[src/rtl/bus_arbiter_if.sv]
// Bus signals of the PET memory-bus slot arbiter.
// The master side (CPU glue / SPI bridge / video timing) drives the requests
// and the run enable; the slave side (the arbiter) drives grants, acks,
// phi2 and slot timing.
//
// Handshake: a requester holds its req level high; the arbiter grants whole
// slots only, pulses ack for one clock on the last clock of each granted
// slot, and treats a request still high at the next slot boundary as a new
// transaction. There is no back-pressure from the arbiter side.
interface bus_arbiter_if;
    logic        cpu_en_i;
    logic        spi_req_i;
    logic        video_req_i;
    logic        cpu_clk_o;
    logic        cpu_grant_o;
    logic        spi_grant_o;
    logic        video_grant_o;
    logic        spi_ack_o;
    logic        video_ack_o;
    logic        cycle_start_o;
    logic [1:0]  slot_o;
    logic [15:0] spi_wait_count_o;

    modport slave (
        input  cpu_en_i, spi_req_i, video_req_i,
        output cpu_clk_o, cpu_grant_o, spi_grant_o, video_grant_o,
               spi_ack_o, video_ack_o, cycle_start_o, slot_o, spi_wait_count_o
    );

    modport master (
        output cpu_en_i, spi_req_i, video_req_i,
        input  cpu_clk_o, cpu_grant_o, spi_grant_o, video_grant_o,
               spi_ack_o, video_ack_o, cycle_start_o, slot_o, spi_wait_count_o
    );
endinterface

[src/rtl/bus_arbiter.sv]
// Time-slot scheduler for the shared PET memory bus (BRAM + external RAM/IO).
// Each CPU cycle of CLK_MHZ system clocks is split into four equal slots.
// Slot owners are chosen at each slot boundary and held for the whole slot:
//   slot 0     : video, else SPI, else idle
//   slots 1, 2 : SPI, else video, else idle
//   slot 3     : CPU (if running), else SPI, else idle
// CPU phi2 is high for the second half of the cycle while the CPU runs.
// CLK_MHZ must be a multiple of 4 and at least 8.
//
// Optional feature: define BUS_ARB_STATS_EN to build the saturating 16-bit
// SPI wait counter; otherwise spi_wait_count_o reads zero.
//
// All outputs are registered. The position inside the cycle is kept as a
// slot index plus a within-slot counter so no divider is needed when
// SLOT_CLKS is not a power of two.
module bus_arbiter #(
    parameter  int CLK_MHZ   = 64,
    localparam int SLOT_CLKS = CLK_MHZ / 4
) (
    input  logic          clk_sys_i,
    input  logic          reset_n_i,
    bus_arbiter_if.slave  bus
);

    localparam int            SW       = (SLOT_CLKS > 1) ? $clog2(SLOT_CLKS) : 1;
    localparam logic [SW-1:0] SUB_LAST = SW'(SLOT_CLKS - 1);

    typedef enum logic [1:0] {
        OWN_IDLE  = 2'd0,
        OWN_CPU   = 2'd1,
        OWN_SPI   = 2'd2,
        OWN_VIDEO = 2'd3
    } owner_t;

    // started_q stays low for the first clock after reset release so that
    // the first edge lands on cnt 0 with cycle_start asserted.
    logic          started_q,     started_d;
    logic [SW-1:0] sub_q,         sub_d;
    logic [1:0]    slot_q,        slot_d;
    logic          cpu_run_q,     cpu_run_d;
    owner_t        owner_q,       owner_d;
    logic          cpu_grant_q,   cpu_grant_d;
    logic          spi_grant_q,   spi_grant_d;
    logic          video_grant_q, video_grant_d;
    logic          spi_ack_q,     spi_ack_d;
    logic          video_ack_q,   video_ack_d;
    logic          cycle_start_q, cycle_start_d;
    logic          cpu_clk_q,     cpu_clk_d;
    logic          boundary;

    // Next cycle position, slot ownership and registered output values
    always_comb begin
        started_d     = 1'b1;
        sub_d         = sub_q;
        slot_d        = slot_q;
        cpu_run_d     = cpu_run_q;
        owner_d       = owner_q;
        boundary      = (!started_q) || (sub_q == SUB_LAST);

        if (!started_q) begin
            sub_d  = '0;
            slot_d = 2'd0;
        end else if (sub_q == SUB_LAST) begin
            sub_d  = '0;
            slot_d = slot_q + 2'd1;
        end else begin
            sub_d  = sub_q + SW'(1);
        end

        // The run enable is only taken at the start of a CPU cycle so a
        // phi2 pulse or CPU slot is never cut short.
        if (boundary && (slot_d == 2'd0)) begin
            cpu_run_d = bus.cpu_en_i;
        end

        if (boundary) begin
            case (slot_d)
                2'd0: begin
                    if (bus.video_req_i)    owner_d = OWN_VIDEO;
                    else if (bus.spi_req_i) owner_d = OWN_SPI;
                    else                    owner_d = OWN_IDLE;
                end
                2'd3: begin
                    if (cpu_run_d)          owner_d = OWN_CPU;
                    else if (bus.spi_req_i) owner_d = OWN_SPI;
                    else                    owner_d = OWN_IDLE;
                end
                default: begin
                    if (bus.spi_req_i)        owner_d = OWN_SPI;
                    else if (bus.video_req_i) owner_d = OWN_VIDEO;
                    else                      owner_d = OWN_IDLE;
                end
            endcase
        end

        cpu_grant_d   = (owner_d == OWN_CPU);
        spi_grant_d   = (owner_d == OWN_SPI);
        video_grant_d = (owner_d == OWN_VIDEO);
        spi_ack_d     = (owner_d == OWN_SPI)   && (sub_d == SUB_LAST);
        video_ack_d   = (owner_d == OWN_VIDEO) && (sub_d == SUB_LAST);
        cycle_start_d = boundary && (slot_d == 2'd0);
        cpu_clk_d     = cpu_run_d && slot_d[1];
    end

    // State and output registers; reset drops grants and acks immediately
    always_ff @(posedge clk_sys_i or negedge reset_n_i) begin
        if (!reset_n_i) begin
            started_q     <= 1'b0;
            sub_q         <= '0;
            slot_q        <= 2'd0;
            cpu_run_q     <= 1'b0;
            owner_q       <= OWN_IDLE;
            cpu_grant_q   <= 1'b0;
            spi_grant_q   <= 1'b0;
            video_grant_q <= 1'b0;
            spi_ack_q     <= 1'b0;
            video_ack_q   <= 1'b0;
            cycle_start_q <= 1'b0;
            cpu_clk_q     <= 1'b0;
        end else begin
            started_q     <= started_d;
            sub_q         <= sub_d;
            slot_q        <= slot_d;
            cpu_run_q     <= cpu_run_d;
            owner_q       <= owner_d;
            cpu_grant_q   <= cpu_grant_d;
            spi_grant_q   <= spi_grant_d;
            video_grant_q <= video_grant_d;
            spi_ack_q     <= spi_ack_d;
            video_ack_q   <= video_ack_d;
            cycle_start_q <= cycle_start_d;
            cpu_clk_q     <= cpu_clk_d;
        end
    end

    assign bus.cpu_grant_o   = cpu_grant_q;
    assign bus.spi_grant_o   = spi_grant_q;
    assign bus.video_grant_o = video_grant_q;
    assign bus.spi_ack_o     = spi_ack_q;
    assign bus.video_ack_o   = video_ack_q;
    assign bus.cycle_start_o = cycle_start_q;
    assign bus.cpu_clk_o     = cpu_clk_q;
    assign bus.slot_o        = slot_q;

`ifdef BUS_ARB_STATS_EN
    logic [15:0] spi_wait_q, spi_wait_d;

    // Count clocks where SPI is asking but does not hold the bus, saturating
    always_comb begin
        spi_wait_d = spi_wait_q;
        if (bus.spi_req_i && !spi_grant_q && (spi_wait_q != 16'hFFFF)) begin
            spi_wait_d = spi_wait_q + 16'd1;
        end
    end

    // Wait counter register, cleared only by reset
    always_ff @(posedge clk_sys_i or negedge reset_n_i) begin
        if (!reset_n_i) begin
            spi_wait_q <= 16'd0;
        end else begin
            spi_wait_q <= spi_wait_d;
        end
    end

    assign bus.spi_wait_count_o = spi_wait_q;
`else
    assign bus.spi_wait_count_o = 16'd0;
`endif

endmodule

[src/flat_wrapper.sv]
// flat-port wrapper written by rule: the top's interface ports become plain ports
module bus_arbiter_flat 
#(
    parameter  int CLK_MHZ   = 64,
    localparam int SLOT_CLKS = CLK_MHZ / 4
)
  (clk_sys_i, reset_n_i, bus_cpu_en_i, bus_spi_req_i, bus_video_req_i, bus_cpu_clk_o, bus_cpu_grant_o, bus_spi_grant_o, bus_video_grant_o, bus_spi_ack_o, bus_video_ack_o, bus_cycle_start_o, bus_slot_o, bus_spi_wait_count_o);
  bus_arbiter_if bus_i ();
  input  logic clk_sys_i;
  input  logic reset_n_i;
  input wire logic [$bits(bus_i.cpu_en_i)-1:0] bus_cpu_en_i;
  input wire logic [$bits(bus_i.spi_req_i)-1:0] bus_spi_req_i;
  input wire logic [$bits(bus_i.video_req_i)-1:0] bus_video_req_i;
  output wire logic [$bits(bus_i.cpu_clk_o)-1:0] bus_cpu_clk_o;
  output wire logic [$bits(bus_i.cpu_grant_o)-1:0] bus_cpu_grant_o;
  output wire logic [$bits(bus_i.spi_grant_o)-1:0] bus_spi_grant_o;
  output wire logic [$bits(bus_i.video_grant_o)-1:0] bus_video_grant_o;
  output wire logic [$bits(bus_i.spi_ack_o)-1:0] bus_spi_ack_o;
  output wire logic [$bits(bus_i.video_ack_o)-1:0] bus_video_ack_o;
  output wire logic [$bits(bus_i.cycle_start_o)-1:0] bus_cycle_start_o;
  output wire logic [$bits(bus_i.slot_o)-1:0] bus_slot_o;
  output wire logic [$bits(bus_i.spi_wait_count_o)-1:0] bus_spi_wait_count_o;
  assign bus_i.cpu_en_i = bus_cpu_en_i;
  assign bus_i.spi_req_i = bus_spi_req_i;
  assign bus_i.video_req_i = bus_video_req_i;
  assign bus_cpu_clk_o = bus_i.cpu_clk_o;
  assign bus_cpu_grant_o = bus_i.cpu_grant_o;
  assign bus_spi_grant_o = bus_i.spi_grant_o;
  assign bus_video_grant_o = bus_i.video_grant_o;
  assign bus_spi_ack_o = bus_i.spi_ack_o;
  assign bus_video_ack_o = bus_i.video_ack_o;
  assign bus_cycle_start_o = bus_i.cycle_start_o;
  assign bus_slot_o = bus_i.slot_o;
  assign bus_spi_wait_count_o = bus_i.spi_wait_count_o;
  bus_arbiter #(.CLK_MHZ(CLK_MHZ)) u_core (.clk_sys_i(clk_sys_i), .reset_n_i(reset_n_i), .bus(bus_i));
endmodule
[config.mk]
export PLATFORM = sky130hd
export DESIGN_NAME = bus_arbiter_flat
export DESIGN_NICKNAME = d
export VERILOG_FILES = /design/src/rtl/bus_arbiter_if.sv /design/src/rtl/bus_arbiter.sv /design/src/flat_wrapper.sv
export SDC_FILE = /design/constraint.sdc
export NUM_CORES = 1
export LEC_CHECK = 0
export ABC_AREA = 1
export CORE_MARGIN = 2
export CORE_UTILIZATION = 44
export CTS_CLUSTER_DIAMETER = 120
export DETAILED_ROUTE_END_ITERATION = 10
export MAX_ROUTING_LAYER = met4
export PLACE_DENSITY = 0.84
export SYNTH_ARGS = -nofsm -noshare
export SYNTH_HDL_FRONTEND = slang
export SYNTH_SLANG_ARGS = --single-unit
[constraint.sdc]
create_clock -name clk_sys_i -period 3 [get_ports clk_sys_i]
set_clock_uncertainty 0.15 [all_clocks]
set_input_delay 0.6 -clock clk_sys_i [delete_from_list [all_inputs] [get_ports clk_sys_i]]
set_output_delay 0.6 -clock clk_sys_i [all_outputs]
set_load 0.02 [all_outputs]
==> results.ini, run 1 <==
[status]
status = finished, final reports clean

[floorplan]
fp.dieArea_mm2 = 0.002438
die_h_um = 49.38
die-width_um = 49.38
num_io_pins = 30
core_mm2 = 0.001942
start_util = 0.4665
num_rows = 16

[worst_setup_path]
crit_type = reg -> reg
worstSetupEndpointType = register
cp.required_ns = 3.08
rr_worst_depth = 13
regToRegEndpoint = u_core.bus.spi_ack_o
path_max_fanout = 4
cp-start-kind = register
crit_start = u_core.sub_q[0]
reg2reg_from = u_core.sub_q[0]
reg2reg_slack_ns = 0.46
arrival_ns = 2.62

[synthesis]
synth_top_area_frac = 0.4696
synthCells = 99
yosysSeqAreaShare = 0.4696
synth-seq-cells = 17
synth_warnings = 0
yosysTopAreaCell = dfrtp_1
synth_area_leaders = dfrtp_1 47%, buf_4 13%, inv_1 7.0%
ys_types = 18
synth_area_um2 = 905.9
syn_avg_cell_area_um2 = 9.150

[clock_network]
cts_buffers = 3
clockBufferDepth = 2
ctsHoldBuffers = 0
cts_resized = 0
clk_pin_slew_ns = 0.10
h-tree-depth = 1
cts.sinks = 17
cts_root_buf = clkbuf_4
cts_setup_buffers = 0
cts_tree = yes
clk_latency_ns = 0.29

[route]
drtPass1Iterations = 4
routed_wl_um = 1402
drt_drc_violations_left = 0
post_drt_wl_per_cell_um = 9.873
antenna_left = 0
vias = 627
viasPerCell = 4.415
drt_iter0_drc = 9

[timing]
rsz0062_at_grt = false
max_slew_margin = 0.4974
fin_crit_sh = 0.8467
slew_viol_final = 0
finalSetupTns_ns = 0
finalWorstSetupSlack_ns = 0.4598
hold_viol = 0
finalSetupViolations = 0
tightest_slew_ns = 0.7516
max_freq_ghz = 0.3937
min_period_ns = 2.540
hold-worst-slack_ns = 0.3310

[layout]
area_growth_pct = 14.09
nets = 124
drive_above_1_share = 0.1130
final_core_util = 0.5322
stdcell_count = 142
final_cell_area_mm2 = 0.001033
mostFrequentLayoutCells = 17 x inv_1, 17 x conb_1, 17 x dfrtp_1
antenna_cells = 0
n_fill_cell = 187

[job]
drv_cap = 0

[placement]
port-buffer-count = 13
place_area_mm2 = 0.001006
dp_cells = 138
hpwl_um = 1134
globalplace.congestion = 0.7479
pre_cts_ws_ns = 0.4780

[hold_path]
holdPathEnd = u_core.sub_q[0]
hp-start = u_core.sub_q[0]
hold_depth = 1
hold_path.class = reg -> reg

[global_route]
antenna_found_initial = 0
grt_util_all_layers = 0.1303
grt_pass1_wl_um = 2256
overflow = 0
grt_max_degree = 18
grt_pass1_vias = 550

[pwr]
total_power_uw = 437.1
p_leak_nw = 0.5549
powerDensity_mw_per_mm2 = 422.9
ir_drop_uv = 234.7

-- worst max-delay path, stage by stage (launching register included) --
cell	delay, ns
dfrtp_1	0.38
ha_1	0.23
nand3_4	0.11
nor2_1	0.18
nor2_1	0.07
nor3_2	0.24
inv_1	0.10
ha_1	0.31
nor2_1	0.04
o21ai_0	0.17
inv_1	0.10
a21oi_4	0.20
nand3_2	0.10
nor2_1	0.09
-- final cells by class --
type / instances / area (um^2) / area share
Sequential cell: 17 / 425.4 / 0.4116
Multi-Input combinational cell: 64 / 352.8 / 0.3414
Timing Repair Buffer: 13 / 130.1 / 0.1259
Inverter: 17 / 63.81 / 0.06174
Tap cell: 27 / 33.78 / 0.03269
Clock buffer: 3 / 22.52 / 0.02179
Clock inverter: 1 / 5.005 / 0.004843
-- worst max path at each step --
stage,slack [ns],cells after the start,end
floorplan,0.76,13,u_core.bus.spi_ack_o
global placement,0.65,13,u_core.bus.video_ack_o
detailed placement,0.48,13,u_core.bus.spi_ack_o
CTS,0.44,13,u_core.bus.spi_ack_o
global route,0.27,13,u_core.bus.spi_ack_o
finish,0.46,13,u_core.bus.spi_ack_o
-- layer usage --
metal,global-route usage,vias up,routed length [um]
met2,0.2117,15,753
met4,0.1250,0,56
met3,0.009202,4,40
met1,0.1392,305,551
met5,-,-,0
li1,-,303,-
-- kinds of logic (layout without fill, tap and decap cells) --
kind of cell | after synthesis | count (layout) | synth area share
other | 2 | 17 | 0.008290
DFF | 17 | 17 | 0.4696
adders and majority gates | 3 | 3 | 0.04144
buffers and inverters | 33 | 34 | 0.2030
and+or+nand+nor | 36 | 36 | 0.2210
AOI/OAI and AO/OA | 8 | 8 | 0.05663
-- flip-flops by register name, indices dropped and copies added, names as in the netlist --
signal                    flops
u_core.bus.cpu_clk_o          1
u_core.bus.cpu_grant_o        1
u_core.bus.cycle_start_o      1
u_core.bus.slot_o             2
u_core.bus.spi_ack_o          1
u_core.bus.spi_grant_o        1
u_core.bus.video_ack_o        1
u_core.bus.video_grant_o      1
u_core.cpu_run_q              1
u_core.owner_q                2
u_core.started_q              1
u_core.sub_q                  4
-- synthesized netlist by cell type --
cell	count
nand2_1	11
nor2_1	9
inv_1	17
buf_4	16
nand2_4	2
nand3_1	6
nand3_2	2
dfrtp_1	17
nand4_1	1
nand2_2	2
conb_1	2
or2_0	1
nor3_2	1
nand3_4	1
a21oi_1	3
a21oi_4	1
o21ai_0	4
ha_1	3
-- power by group --
group	internal, mW	switching (mW)	total, mW
logic	0.0219	0.0493	0.0712
registers	0.240	0.00626	0.247
clock network	0.0496	0.0697	0.119
total	0.312	0.125	0.437
Power figures use the tool's default switching activity.
==> run 2, diff against run 1 <==
==> constraint.sdc (replaced) <==
create_clock -name clk_sys_i -period 2.5 [get_ports clk_sys_i]
set_clock_uncertainty 0.15 [all_clocks]
set_input_delay 0.5 -clock clk_sys_i [delete_from_list [all_inputs] [get_ports clk_sys_i]]
set_output_delay 0.5 -clock clk_sys_i [all_outputs]
set_load 0.02 [all_outputs]
==> run 2 against run 1 <==
Effect of this change:
- routed wire length rose by 4.6%
- sequential cell count did not move
- via count rose by 1.8%
- sequential power rose by 21%
==> results.ini, run 2 (synthesis results as in run 1) <==
[timing]
rsz0062_at_grt = false
max_slew_margin = 0.5026  ; +0.005277
hold-worst-slack_ns = 0.3857  ; +0.05461 ns
finalWorstSetupSlack_ns = 0.2287  ; -0.2311 ns
tightest_slew_ns = 0.7437  ; -0.007890 ns
hold_viol = 0  ; unchanged
finalSetupTns_ns = 0  ; unchanged
slew_viol_final = 0  ; unchanged
min_period_ns = 2.271  ; -0.2689 ns
fin_crit_sh = 0.9085  ; +0.06180
max_freq_ghz = 0.4403  ; +12%
finalSetupViolations = 0  ; unchanged

[global_route]
grt_max_degree = 18  ; unchanged
grt_util_all_layers = 0.1314  ; +0.001020
overflow = 0  ; unchanged
grt_pass1_vias = 545  ; -0.91%
antenna_found_initial = 0  ; unchanged
grt_pass1_wl_um = 2263  ; +0.31%

[route]
met2_length_um = 742  ; -1.5%
post_drt_wl_per_cell_um = 10.25  ; +3.8%
drt_iter0_drc = 17  ; +8
drt-met1-wl_um = 587  ; +6.5%
drt_drc_violations_left = 0  ; unchanged
routed_wl_um = 1466  ; +4.6%
drtPass1Iterations = 4  ; unchanged
antenna_left = 0  ; unchanged
highest_layer = met4
vias = 638  ; +1.8%
wl_met3_um = 68  ; +70%
viasPerCell = 4.462  ; +1.0%

[clock_network]
cts_tree = yes
cts_buffers = 3  ; unchanged
cts.sinks = 17  ; unchanged
clk_latency_ns = 0.29  ; about the same
cts_root_buf = clkbuf_4
h-tree-depth = 1  ; unchanged
clk_pin_slew_ns = 0.09  ; about the same
cts_setup_buffers = 0  ; unchanged
clockBufferDepth = 2  ; unchanged

[worst_setup_path]
path_max_fanout = 5  ; +1
regToRegEndpoint = u_core.bus.video_ack_o
cp-start-kind = register
rr_worst_depth = 15  ; +2
crit_type = reg -> reg
reg2reg_slack_ns = 0.23  ; -0.23 ns
arrival_ns = 2.31  ; -0.31 ns
worstSetupEndpointType = register
cp.required_ns = 2.54  ; -0.54 ns
reg2reg_from = u_core.sub_q[0]

[hold_path]
hold_depth = 1  ; unchanged
holdPathEnd = u_core.sub_q[0]
hp-start = u_core.sub_q[0]
hold_path.class = reg -> reg

[layout]
area_growth_pct = 17.13
antenna_cells = 0  ; unchanged
drive_above_1_share = 0.1379  ; +0.02489
top_register = u_core.sub_q
stdcell_count = 143  ; +0.70%
largest_reg_flops = 4  ; unchanged
n_fill_cell = 180  ; -3.7%
mostFrequentLayoutCells = 17 x inv_1, 17 x conb_1, 17 x dfrtp_1
nets = 125  ; +0.81%
final_core_util = 0.5464  ; +0.01418

[floorplan]
die-width_um = 49.38  ; unchanged
start_util = 0.4665  ; unchanged
num_io_pins = 30  ; unchanged
num_rows = 16  ; unchanged
fp.dieArea_mm2 = 0.002438  ; unchanged
die_h_um = 49.38  ; unchanged
core_mm2 = 0.001942  ; unchanged

[pwr]
p_leak_nw = 0.5593  ; +0.80%
ir_drop_uv = 282.7  ; +20%
powerDensity_mw_per_mm2 = 502.2  ; +19%

[placement]
dp_cells = 139  ; +0.72%
pre_cts_ws_ns = 0.09528  ; -0.3827 ns
port-buffer-count = 13  ; unchanged
hpwl_um = 1062  ; -6.4%
globalplace.congestion = 0.7410  ; -0.92%

[status]
status = finished, final reports clean

[job]
drv_cap = 0  ; unchanged

[run 2: per-layer routing]
metal | up-vias | global-route usage
met2 | 21 | 0.1959
met1 | 304 | 0.1502
met5 | - | -
li1 | 306 | -
met3 | 7 | 0.01840
met4 | 0 | 0.1250
[run 2: power by group]
part	switching (mW)	total (mW)	internal, mW
combinational	0.0593	0.0880	0.0287
clock	0.0877	0.147	0.0597
sequential	0.00897	0.298	0.289
[run 2: worst max-delay path by stage]
stage               startpoint                endpoint  slack, ns
6_report       u_core.sub_q[0]  u_core.bus.video_ack_o       0.23
5_1_grt        u_core.sub_q[0]    u_core.bus.spi_ack_o       0.02
4_1_cts        u_core.sub_q[0]  u_core.bus.video_ack_o       0.06
3_5_place_dp   u_core.sub_q[0]  u_core.bus.video_ack_o        0.1
3_3_place_gp   u_core.sub_q[0]  u_core.bus.video_ack_o       0.17
2_1_floorplan  u_core.sub_q[0]    u_core.bus.spi_ack_o       0.26
[run 2: what timing repair did]
item                                    CTS  global route
endpoints found under the setup margin    0             6
hold buffers                              0             0
gates resized for setup                   0             5
[run 2: worst max-delay path, cell delays in order (launching register included)]
cell and delay [ns]:
dfrtp_1 0.42, ha_4 0.17, nand3_4 0.11, nor2_4 0.11, nor2_1 0.06, nor3_2 0.17, inv_1 0.08, ha_1 0.27
nand2_4 0.11, nand2_1 0.08, nand3_1 0.08, nand2_1 0.07, nand2_2 0.09, nand2_2 0.06, nand2_1 0.08, nor2_1 0.05
[run 2: stage by stage]
step                      power [mW]  instance area, um^2
after detailed placement      0.3864                 1013
after floorplan               0.3760                962.2
final                         0.5329                 1061
after global placement        0.3835                 1013
after global routing          0.5567                 1061
after CTS                     0.5334                 1041
[run 2: area by class of cell]
| class | instances | area [um^2] | area share |
|---|---|---|---|
| clock inverter | 1 | 5.005 | 0.004717 |
| clock buffer | 3 | 22.52 | 0.02123 |
| tap | 27 | 33.78 | 0.03184 |
| sequential | 17 | 425.4 | 0.4009 |
| inverter | 17 | 63.81 | 0.06014 |
| timing repair buffer | 14 | 137.6 | 0.1297 |
| multi-input combinational | 64 | 372.9 | 0.3514 |
